<file path="src/rtl/card_shuffler.sv">
// card_shuffler: deals CARDS/2 colour pairs into card memory in random order.
// A free-running LFSR drives a Fisher-Yates shuffle with rejection sampling,
// then the shuffled slots are written out to memory one address per cycle.
//
// Ports:
//   clk               system clock
//   rst               synchronous active-high reset
//   compute_colors_en level request, held high for the whole deal
//   compute_done      deal complete, held while compute_colors_en stays high
//   mem_we            card memory write strobe
//   mem_addr          card address 0..CARDS-1 (0 when mem_we is low)
//   mem_color         RGB444 card colour (0 when mem_we is low)
//   mem_state         card state, 2'b01 (covered) on writes, 0 otherwise
//   busy              high while initialising, shuffling or writing
module card_shuffler #(
   parameter int unsigned CARDS     = 12,
   parameter logic [15:0] LFSR_SEED = 16'hACE1
) (
   input  logic        clk,
   input  logic        rst,
   input  logic        compute_colors_en,
   output logic        compute_done,
   output logic        mem_we,
   output logic [3:0]  mem_addr,
   output logic [11:0] mem_color,
   output logic [1:0]  mem_state,
   output logic        busy
);

   localparam int unsigned AW = 4;
   localparam int unsigned CW = 12;
   localparam int unsigned PW = 3;
   localparam int unsigned LW = 16;
   localparam logic [AW-1:0] LAST = AW'(CARDS - 1);

   typedef enum logic [2:0] {
      S_IDLE,
      S_INIT,
      S_SHUFFLE,
      S_WRITE,
      S_DONE
   } state_t;

   state_t         state_q, state_d;
   logic [LW-1:0]  lfsr_q, lfsr_d;
   logic [AW-1:0]  i_q, i_d;
   logic [AW-1:0]  wr_q, wr_d;
   logic [PW-1:0]  slot_q [CARDS];
   logic [PW-1:0]  slot_d [CARDS];
   logic [AW-1:0]  r;

   logic           done_d, we_d, busy_d;
   logic [AW-1:0]  addr_d;
   logic [CW-1:0]  color_d;
   logic [1:0]     mstate_d;

   logic           done_q, we_q, busy_q;
   logic [AW-1:0]  addr_q;
   logic [CW-1:0]  color_q;
   logic [1:0]     mstate_q;

   // Fixed six-colour palette
   function automatic logic [CW-1:0] palette(input logic [PW-1:0] idx);
      case (idx)
         3'd0:    palette = 12'hF00;
         3'd1:    palette = 12'h0F0;
         3'd2:    palette = 12'h00F;
         3'd3:    palette = 12'hFF0;
         3'd4:    palette = 12'hF0F;
         3'd5:    palette = 12'h0FF;
         default: palette = '0;
      endcase
   endfunction

   assign r = lfsr_q[AW-1:0];

   // State register
   always_ff @(posedge clk) begin
      if (rst) begin
         state_q <= S_IDLE;
      end else begin
         state_q <= state_d;
      end
   end

   // Next-state logic; dropping the request aborts any active phase
   always_comb begin
      state_d = state_q;
      case (state_q)
         S_IDLE: begin
            if (compute_colors_en) state_d = S_INIT;
         end
         S_INIT: begin
            state_d = compute_colors_en ? S_SHUFFLE : S_IDLE;
         end
         S_SHUFFLE: begin
            if (!compute_colors_en) begin
               state_d = S_IDLE;
            end else if ((r <= i_q) && (i_q == AW'(1))) begin
               state_d = S_WRITE;
            end
         end
         S_WRITE: begin
            if (!compute_colors_en) begin
               state_d = S_IDLE;
            end else if (wr_q == LAST) begin
               state_d = S_DONE;
            end
         end
         S_DONE: begin
            if (!compute_colors_en) state_d = S_IDLE;
         end
         default: state_d = S_IDLE;
      endcase
   end

   // Datapath and output next values; outputs follow the next state so
   // they line up with the cycle the FSM spends in that state
   always_comb begin
      lfsr_d = {lfsr_q[LW-2:0], lfsr_q[15] ^ lfsr_q[13] ^ lfsr_q[12] ^ lfsr_q[10]};
      i_d    = i_q;
      wr_d   = wr_q;
      slot_d = slot_q;

      case (state_q)
         S_INIT: begin
            if (compute_colors_en) begin
               for (int unsigned k = 0; k < CARDS; k++) slot_d[AW'(k)] = PW'(k >> 1);
               i_d = LAST;
            end
         end
         S_SHUFFLE: begin
            // Draws above i are rejected so every permutation stays equally likely
            if (compute_colors_en && (r <= i_q)) begin
               slot_d[i_q] = slot_q[r];
               slot_d[r]   = slot_q[i_q];
               if (i_q == AW'(1)) begin
                  wr_d = '0;
               end else begin
                  i_d = i_q - AW'(1);
               end
            end
         end
         S_WRITE: begin
            if (compute_colors_en && (wr_q != LAST)) wr_d = wr_q + AW'(1);
         end
         default: ;
      endcase

      done_d   = (state_d == S_DONE);
      busy_d   = (state_d == S_INIT) || (state_d == S_SHUFFLE) || (state_d == S_WRITE);
      we_d     = (state_d == S_WRITE);
      addr_d   = we_d ? wr_d : '0;
      color_d  = we_d ? palette(slot_d[wr_d]) : '0;
      mstate_d = we_d ? 2'b01 : 2'b00;
   end

   // Datapath and output registers
   always_ff @(posedge clk) begin
      if (rst) begin
         lfsr_q   <= LFSR_SEED;
         i_q      <= LAST;
         wr_q     <= '0;
         for (int unsigned k = 0; k < CARDS; k++) slot_q[AW'(k)] <= PW'(k >> 1);
         done_q   <= 1'b0;
         we_q     <= 1'b0;
         busy_q   <= 1'b0;
         addr_q   <= '0;
         color_q  <= '0;
         mstate_q <= '0;
      end else begin
         lfsr_q   <= lfsr_d;
         i_q      <= i_d;
         wr_q     <= wr_d;
         slot_q   <= slot_d;
         done_q   <= done_d;
         we_q     <= we_d;
         busy_q   <= busy_d;
         addr_q   <= addr_d;
         color_q  <= color_d;
         mstate_q <= mstate_d;
      end
   end

   assign compute_done = done_q;
   assign mem_we       = we_q;
   assign mem_addr     = addr_q;
   assign mem_color    = color_q;
   assign mem_state    = mstate_q;
   assign busy         = busy_q;

endmodule

</file>
<file path="config.mk">
export PLATFORM = sky130hd
export DESIGN_NAME = card_shuffler
export DESIGN_NICKNAME = d
export VERILOG_FILES = /design/src/rtl/card_shuffler.sv
export SDC_FILE = /design/constraint.sdc
export NUM_CORES = 1
export LEC_CHECK = 0
export BUFFER_PORTS_ARGS = -buffer_cell sky130_fd_sc_hd__buf_4
export CAP_MARGIN = 40
export CORE_MARGIN = 10
export CORE_UTILIZATION = 56
export DETAILED_ROUTE_END_ITERATION = 8
export PLACE_DENSITY = 0.76
export SLEW_MARGIN = 20
export SYNTH_ARGS = -nofsm -noshare
export SYNTH_HDL_FRONTEND = slang
export SYNTH_SLANG_ARGS = --single-unit
</file>
<file path="constraint.sdc">
create_clock -name clk -period 3.4 [get_ports clk]
set_input_delay 0.68 -clock clk [delete_from_list [all_inputs] [get_ports clk]]
set_output_delay 0.68 -clock clk [all_outputs]
set_load 0.01 [all_outputs]
</file>
-- After elaboration in Yosys (flattened, before gate mapping)
Index checks and enable logic that the tools add are counted.
- register bits after elaboration: 84
- input bits: 3
- output and inout port bits: 21
- word-level logic and storage cells: 104
- $add $sub $neg: 2
- magnitude comparators: 6
- eq/ne operators: 19
- multiplexer cells: 36
- bitwise logic cells: 7
- reduce and logical (&&, ||, !) cells: 12
- operators with widths (operator ; number):
    36-bit bitwise mux ; 2
    36-bit 2-to-1 mux ; 2
    12-bit one-hot mux with 6 select lines ; 1
    36-bit one-hot mux with 2 select lines ; 1
    3-bit 2-to-1 mux ; 14
    3-bit binary-select mux with 4-bit select ; 3
    3-bit demux with 4-bit select ; 2
    4-bit 2-to-1 mux ; 6
    3-bit by 2-bit equality test with 1-bit output, second input constant ; 6
    4-bit one-hot mux with 2 select lines ; 2
    5-bit greater-or-equal comparator, second input constant ; 3
    4-bit inverter with 5-bit output ; 3
    3-bit one-hot mux with 5 select lines ; 1
    3-bit equality test, second input constant ; 4
    5-bit by 1-bit less-than comparator with 1-bit output, second input constant ; 2
    3-bit by 1-bit equality test with 1-bit output, second input constant ; 3
    3-bit logical NOT ; 2
    2-bit != test, second input constant ; 3
    1-bit logical AND ; 5
    4-bit by 1-bit adder with 4-bit output, second input constant ; 1
    4-bit by 1-bit equality test with 1-bit output, second input constant ; 1
    4-bit equality test, second input constant ; 1
    4-bit <= comparator ; 1
    4-bit != test, second input constant ; 1
    9 further kinds ; 12

-- Depth between registers and ports, before layout
Gate-level depths: netlist of the first run.
- word-level depth: 14
- gate-level depth with buffers: 17
- gate-level depth less buffers: 12

-- Worst setup path before layout of the first run
No wires, ideal clock.
- path type: register -> register
- from: register i_q[1]
- to: register color_q[10], in the netlist mem_color[10]
- setup time: 117 ps
- arrival: 3285 ps
- data required time: 3283 ps
- slack: -2 ps
- cell stages (with the launch flop): 17
- buffers on the path: 4
- clock period less this slack: 3402 ps
- path through: dfxtp_1 -> buf_6 -> buf_2 -> inv_1 -> ha_1 -> nand4b_1 -> o211a_1 -> buf_2 -> or2_1 -> o211a_1 -> clkbuf_1 -> nor4_1 -> a211oi_1 -> or4_1 -> o211ai_1 -> or3_1 -> o21ai_1
- longest elaborated chain between the ends: 14
- elaborated cells between the ends (all ways): 37
- those cells by class: order compare: 3; eq/ne: 7; mux: 19; bitwise: 3; reduce/logical: 5
- ends and longest elaborated chain (item ; line ; RTL):
    start: declaration ; 46 ; logic [AW-1:0] i_q, i_d;
    start signal: assignment ; 173 ; i_q <= i_d;
    4-bit inverter with 5-bit output (not written as such) ; 135, 136 ;
    5-bit greater-or-equal comparator (not written as such) or 5-bit by 1-bit less-than comparator with 1-bit output (tied branches) ; 135 ; slot_d[i_q] = slot_q[r];
    1-bit logical AND (not written as such) ; 135 ;
    3-bit 2-to-1 mux (not written as such) ; 135 ;
    3-bit demux with 4-bit select ; 135 ;
    36-bit bitwise mux ; 135 ;
    36-bit bitwise mux ; 136 ; slot_d[r] = slot_q[i_q];
    36-bit 2-to-1 mux ; 134 ; if (compute_colors_en && (r <= i_q)) begin
    36-bit one-hot mux with 2 select lines ; 125 ; case (state_q)
    3-bit binary-select mux with 4-bit select ; 154 ; color_d = we_d ? palette(slot_d[wr_d]) : '0;
    3-bit 2-to-1 mux (not written as such) (2 in a row) ; 154 ;
    3-bit equality test, or another cell as far along ; 64 ; case (idx)
    12-bit one-hot mux with 6 select lines ; 64 ;
    end signal: assignment ; 180 ; color_q <= color_d;
    end: declaration ; 59 ; logic [CW-1:0] color_q;
Several ways; a longest one is shown, not always the timed one. The select of a mux whose other input is x is not followed.
A chain may end at the register's enable or synchronous reset.

-- Final worst setup path of the first run
Ends and elaborated chain as after synthesis.

==> impl_results.md, run 1 <==
* Final GP Congestion at 1.07
* Sw Ratio at 30.8%
* Final Hold Fails at 0
* Die X at 115 um
* Clock network power share at 36.5%
* CP peak stage delay at 0.52 ns
* CP Capture Type: flip-flop
* TritonCTS Buffers at 9
* CP Data Arrival Time at 3.56 ns
* # IOs at 24
* Die height at 115 um
* Placed cell areas at 5450 sq um
* Yosys top cell by area: dfxtp_1
* Initial DRT Pass Iterations at 5
* Synth warn at 0
* CP startpoint: i_q[1]
* RSZ-0062 raised after global routing: no
* CP top delay family: compound AO/OA/AOI/OAI gates
* Commonest non-fill, non-tap cell in the layout: buf_4
* First-pass GRT wire length at 28000 um
* DR vias at 5247
* CTS Buffer Depth at 2
* RR Startpoint: i_q[1]
* # clock sinks at 73
* Number of cells produced by synthesis at 619
* Tightest Hold Check Type: reg -> reg
* CTS root buf: clkbuf_8
* I/O Buffers at 22
* Initial core utilization at 57.7%
* Layout Cells excl Fill at 767
* Sequential power share at 43.0%
* Post-DP HPWL at 13200 um
* Period utilization at 96.3%
* Final nets at 668
* Post-Syn Nets at 632
* Commonest non-fill, non-tap cells in the layout: buf_4 (75), dfxtp_1 (73), nor2_1 (70)
* H-tree depth at 3
* Critical path class: reg -> reg
* Placeable Area at 8760 sq um
* Finished Cell Area at 5710 sq um
* R2R depth at 12
* Net Sw Power at 0.642 mW
* Critical path endpoint: mem_color[10]
* CP startpoint kind: flip-flop
* Power, Total at 2.08 mW
* Final setup violation count at 0
* # rows at 34
* Peak supply drop at 0.242 mV
* Layout Utilization at 65.2%
* DR WL/cell at 23.5 um
* Layout cells sized above 1 at 20.2%
* Clock-pin slew on the worst setup and hold paths at 0.08 ns
* Total of max-cap violations at 0
* Cell Area, Synth at 5060 sq um
* Post-Syn Area per Cell at 8.17 sq um
* Stages on the worst setup path at 12
* Crit path cell chain: buf_4 > mux4_2 > nand2b_1 > a32oi_2 > buf_4 > a211oi_1 > o21ai_0 > a22oi_1 > a31oi_1 > o211ai_2 > or3_1 > o21ai_1
* Fin. max-slew vios at 0
* Synth Flop Type: dfxtp_1
* Leakage at 2.23 nW
* Drt initial violations at 711
* Top-area cell type share of the netlist area at 28.9%
* Worst slew margin at 45.1%
* Cell internal pwr at 1.44 mW
* P per Cell Area at 365 nW/um^2
* Largest net degree at the start of global routing at 51
* DRC errors left at 0
* Comb power frac at 20.5%
* Buf+Inv Stages, Crit Path at 2
* Ranking of synthesized cells by area: dfxtp_1 (29%), nor2_1 (5.2%), mux4_2 (4.0%)
* CTS tree: yes
* Most used cell, CP: buf_4
* Initial antenna violation count at 0
* Antenna Nets Post-Route at 0
* # diodes at 0
* Setup TNS at 0 ns
* Die ar. at 13200 sq um
* Slew @ Worst Pin at 0.815 ns
* Fmax at 0.305 GHz
* Skew final at 0.00657 ns
* Post-route minimum period at 3.27 ns
* Flops & latches, synth at 73
* Clk_lat worst skew at 0.35 ns
* Ys async rst share at 0%
* Crit Reg-Reg Endpoint: mem_color[10]
* DP Cell Count at 750
* Area grow syn2layout at 12.9%
* Worst Path Max Fanout at 12
* Total track usage at 27.0%
* Critical path required time at 3.69 ns
* Routed WL at 18100 um
* Status: completed
* R2R Setup Slk at 0.13 ns
* Synth unique cells at 75
* Register area share after synthesis at 28.9%
* Vias in the first global route at 4869
* Vias per cell at 6.84
* Number of flops mapped to enable cells by yosys at 0
* Cts hold-fix bufs at 0
* Slowest CP cell: mux4_2
* Gr ovfl total at 0
-- cell families after synthesis --
family          after synthesis  share of synthesized area, %
simple gates                255                          26.0
xor+xnor                      8                          1.38
buf+inv                      67                          7.72
flops                        73                          28.9
fa+ha+maj                    10                          2.47
other cells                   1                        0.0741
compound gates              175                          25.3
mux                          30                          8.18
-- through the flow --
stage          worst slack (ns)  hold slack (ns)
6_report                  0.126            0.410
3_3_place_gp             0.0673            0.390
3_5_place_dp             0.0327            0.395
2_1_floorplan            0.0150            0.389
5_1_grt                 0.00117            0.434
4_1_cts                  0.0977            0.414
-- repair_timing --
action | CTS | global route
endpoints found under the hold margin | 0 | 0
buffers inserted | 0 | 2
endpoints found under the setup margin | 0 | 3
resized for setup | 0 | 9
-- cells in the mapped netlist (5+ instances only) --
| cell type | n |
|---|---|
| nor3_1 | 21 |
| o211ai_1 | 11 |
| buf_2 | 15 |
| a211oi_1 | 15 |
| nand2_1 | 51 |
| o22ai_1 | 8 |
| inv_1 | 15 |
| or2_2 | 10 |
| o2111ai_1 | 5 |
| a2111oi_0 | 6 |
| nand2b_1 | 14 |
| a22oi_1 | 8 |
| nor4_1 | 7 |
| clkbuf_1 | 12 |
| a21o_1 | 5 |
| nand3b_1 | 6 |
| ha_1 | 10 |
| buf_4 | 16 |
| nor3b_1 | 11 |
| a31oi_1 | 5 |
| o31ai_1 | 7 |
| a221oi_1 | 5 |
| mux4_2 | 9 |
| nor2b_1 | 21 |
| dfxtp_1 | 73 |
| and2_1 | 8 |
| a21oi_1 | 30 |
| o21ai_0 | 26 |
| mux2i_1 | 20 |
| buf_6 | 8 |
| o32ai_1 | 5 |
| nand3_1 | 15 |
| nor2_1 | 70 |
| xnor2_1 | 5 |
-- routing by layer --
metal	wire length, um	GRT usage (%)	share of wire [%]
met1	7480	36.4	41
met2	7680	39.2	43
met3	2260	8.28	12
met4	644	10.6	3.6
met5	0	0	0
-- sequential cells by signal, indices dropped and copies added (netlist names), 3 cells and up --
register   cells
lfsr_q        16
i_q            4
wr_q           4
mem_addr       4
state_q        3
mem_color      3
slot_q        36
-- power groups by stage --
stage	logic [mW]	registers (mW)	clock network, mW
5_1_grt	0.452	0.899	0.798
4_1_cts	0.410	0.896	0.762
3_3_place_gp	0.406	0.916	0
3_5_place_dp	0.408	0.916	0
2_1_floorplan	0.268	0.909	0
6_report	0.428	0.896	0.760
-- final cells by class --
class,instances,area (sq um)
Multi-Input combinational cell,479,3250
Fill cell,764,3050
Sequential cell,73,1460
Timing Repair Buffer,77,603
Tap cell,108,135
Clock buffer,10,128
Clock inverter,5,81.3
Inverter,15,56.3
-- worst min path at each step --
stage | from | endpoint | slack, ns | cells after the start
2_1_floorplan | lfsr_q[9] | lfsr_q[10] | 0.39 | 1
5_1_grt | lfsr_q[5] | lfsr_q[6] | 0.43 | 1
6_report | lfsr_q[14] | lfsr_q[15] | 0.41 | 1
4_1_cts | lfsr_q[5] | lfsr_q[6] | 0.41 | 1
3_5_place_dp | lfsr_q[5] | lfsr_q[6] | 0.39 | 1
3_3_place_gp | lfsr_q[4] | lfsr_q[5] | 0.39 | 1
No activity file was read; power rests on OpenSTA's default activity.
==> run 2, diff against run 1 <==
PLACE_DENSITY = 0.78   (was 0.76)
==> impl_results.md, run 2 (synthesis gave the netlist of run 1 again) <==
* Peak supply drop at 0.342 mV (was 0.242 mV)
* Gr ovfl total at 0 (unchanged)
* RSZ-0062 raised after global routing: yes (was no)
* Drt initial violations at 618 (was 711)
* Crit path cell chain: inv_1 > ha_1 > inv_1 > o21ai_1 > o21ai_1 > buf_4 > o2111a_1 > nor4_1 > a211oi_1 > or4_1 > o211ai_1 > buf_4 > nand2b_1 > o21ai_1 (was buf_4 > mux4_2 > nand2b_1 > a32oi_2 > buf_4 > a211oi_1 > o21ai_0 > a22oi_1 > a31oi_1 > o211ai_2 > or3_1 > o21ai_1)
* P per Cell Area at 366 nW/um^2 (was 365 nW/um^2)
* Final Hold Fails at 0 (unchanged)
* Critical path class: reg -> reg (unchanged)
* Clock network power share at 35.6% (was 36.5%)
* Tightest Hold Check Type: reg -> reg (unchanged)
* Dpl ws at 0.0940 ns (was 0.0327 ns)
* # IOs at 24 (unchanged)
* Worst slew margin at 53.1% (was 45.1%)
* Most flop-heavy register: slot_q (unchanged)
* Slew @ Worst Pin at 0.696 ns (was 0.815 ns)
* CTS Buffer Depth at 2 (unchanged)
* Commonest non-fill, non-tap cells in the layout: buf_4 (73), dfxtp_1 (72), nor2_1 (70) (was buf_4 (75), dfxtp_1 (73), nor2_1 (70))
* Initial antenna violation count at 0 (unchanged)
* CTS root buf: clkbuf_8 (unchanged)
* Most used cell, CP: o21ai_1 (was buf_4)
* Comb power frac at 22.1% (was 20.5%)
* Layout cells sized above 1 at 20.2% (about the same)
* TritonCTS Buffers at 9 (unchanged)
* Sequential power share at 42.3% (was 43.0%)
* Placeable Area at 8760 sq um (unchanged)
* Area grow syn2layout at 14.1% (was 12.9%)
* Die height at 115 um (unchanged)
* Post-DP HPWL at 13200 um (about the same)
* DR vias at 5306 (was 5247)
* # rows at 34 (unchanged)
* DP Cell Count at 753 (was 750)
* Fmax at 0.312 GHz (was 0.305 GHz)
* Die ar. at 13200 sq um (unchanged)
* Placed cell areas at 5530 sq um (was 5450 sq um)
* Period utilization at 94.3% (was 96.3%)
* Initial DRT Pass Iterations at 7 (was 5)
* Vias in the first global route at 5056 (was 4869)
* Net Sw Power at 0.686 mW (was 0.642 mW)
* Largest net degree at the start of global routing at 51 (unchanged)
* Final nets at 672 (was 668)
* CP Capture Type: flip-flop (unchanged)
* Finished Cell Area at 5770 sq um (was 5710 sq um)
* Worst hold slack at 0.420 ns (was 0.410 ns)
* R2R Setup Slk at 0.19 ns (was 0.13 ns)
* Layout Utilization at 65.9% (was 65.2%)
* # clock sinks at 73 (unchanged)
* Vias per cell at 6.87 (was 6.84)
* Cts hold-fix bufs at 0 (unchanged)
* Final GP Congestion at 1.02 (was 1.07)
* Fin. max-slew vios at 0 (unchanged)
* CP peak stage delay at 0.52 ns (about the same)
* CP startpoint kind: flip-flop (unchanged)
* Sw Ratio at 32.5% (was 30.8%)
* Critical path required time at 3.69 ns (about the same)
* Worst Path Max Fanout at 5 (was 12)
* DRC errors left at 0 (unchanged)
* CP Data Arrival Time at 3.50 ns (was 3.56 ns)
* Routed WL at 18000 um (was 18100 um)
* Final setup violation count at 0 (unchanged)
* Power, Total at 2.11 mW (was 2.08 mW)
* Buf+Inv Stages, Crit Path at 4 (was 2)
* Initial core utilization at 57.7% (unchanged)
* Leakage at 2.27 nW (was 2.23 nW)
* Die X at 115 um (unchanged)
* Setup ws final at 0.193 ns (was 0.126 ns)
* Post-route minimum period at 3.21 ns (was 3.27 ns)
* Max FFs per register at 36 (unchanged)
* CP top delay family: compound AO/OA/AOI/OAI gates (unchanged)
* Slowest CP cell: or4_1 (was mux4_2)
* Clk_lat worst skew at 0.36 ns (was 0.35 ns)
* First-pass GRT wire length at 28100 um (was 28000 um)
* Layout Cells excl Fill at 772 (was 767)
* Clock-pin slew on the worst setup and hold paths at 0.09 ns (was 0.08 ns)
* Status: completed (unchanged)
* CTS tree: yes (unchanged)
* Skew final at 0.0157 ns (was 0.00657 ns)
* DR WL/cell at 23.3 um (was 23.5 um)
* Top Registers: slot_q: 36 flops, lfsr_q: 16 flops (unchanged)
* Setup TNS at 0 ns (unchanged)
* # diodes at 0 (unchanged)
* Antenna Nets Post-Route at 0 (unchanged)
* Total of max-cap violations at 0 (unchanged)
* I/O Buffers at 22 (unchanged)
* Commonest non-fill, non-tap cell in the layout: buf_4 (unchanged)
* Total track usage at 27.0% (about the same)
* Fill cells at 771 (was 764)
* Cell internal pwr at 1.42 mW (was 1.44 mW)
* H-tree depth at 3 (unchanged)
## run 2: layer usage
metal	vias to the layer above	global-route usage, %	share of wire [%]
li1	2359	-	-
met1	2505	36.2	43
met2	371	38.5	41
met3	71	8.13	11
met4	0	13.2	4.6
met5	-	0	0
## run 2: power by group through the flow
stage	combinational, mW	clock, mW	sequential (mW)
3_3_place_gp	0.441	0	0.911
6_report	0.466	0.752	0.892
3_5_place_dp	0.442	0	0.912
5_1_grt	0.488	0.794	0.895
2_1_floorplan	0.268	0	0.909
4_1_cts	0.444	0.756	0.892
## run 2: final timing paths
path | start | end | depth (start not counted)
worst max-delay path | i_q[3] | mem_color[10] | 14
worst min-delay path | lfsr_q[4] | lfsr_q[5] | 1
worst max register to register | i_q[3] | mem_color[10] | 14
worst min register to register | lfsr_q[4] | lfsr_q[5] | 1
## run 2: area by class of cell
cell class	instances	area, sq um	share of cell area (%)
inverter	15	56.3	0.975
multi-input combinational	480	3220	55.7
tap	108	135	2.34
sequential	73	1460	25.3
timing repair buffer	80	688	11.9
clock buffer	10	138	2.38
clock inverter	6	75.1	1.30
## run 2: repair_timing
action	in CTS	in global routing
gates resized for setup	0	3
setup endpoints to repair	0	3
endpoints found under the hold margin	0	0
buffers inserted	0	2
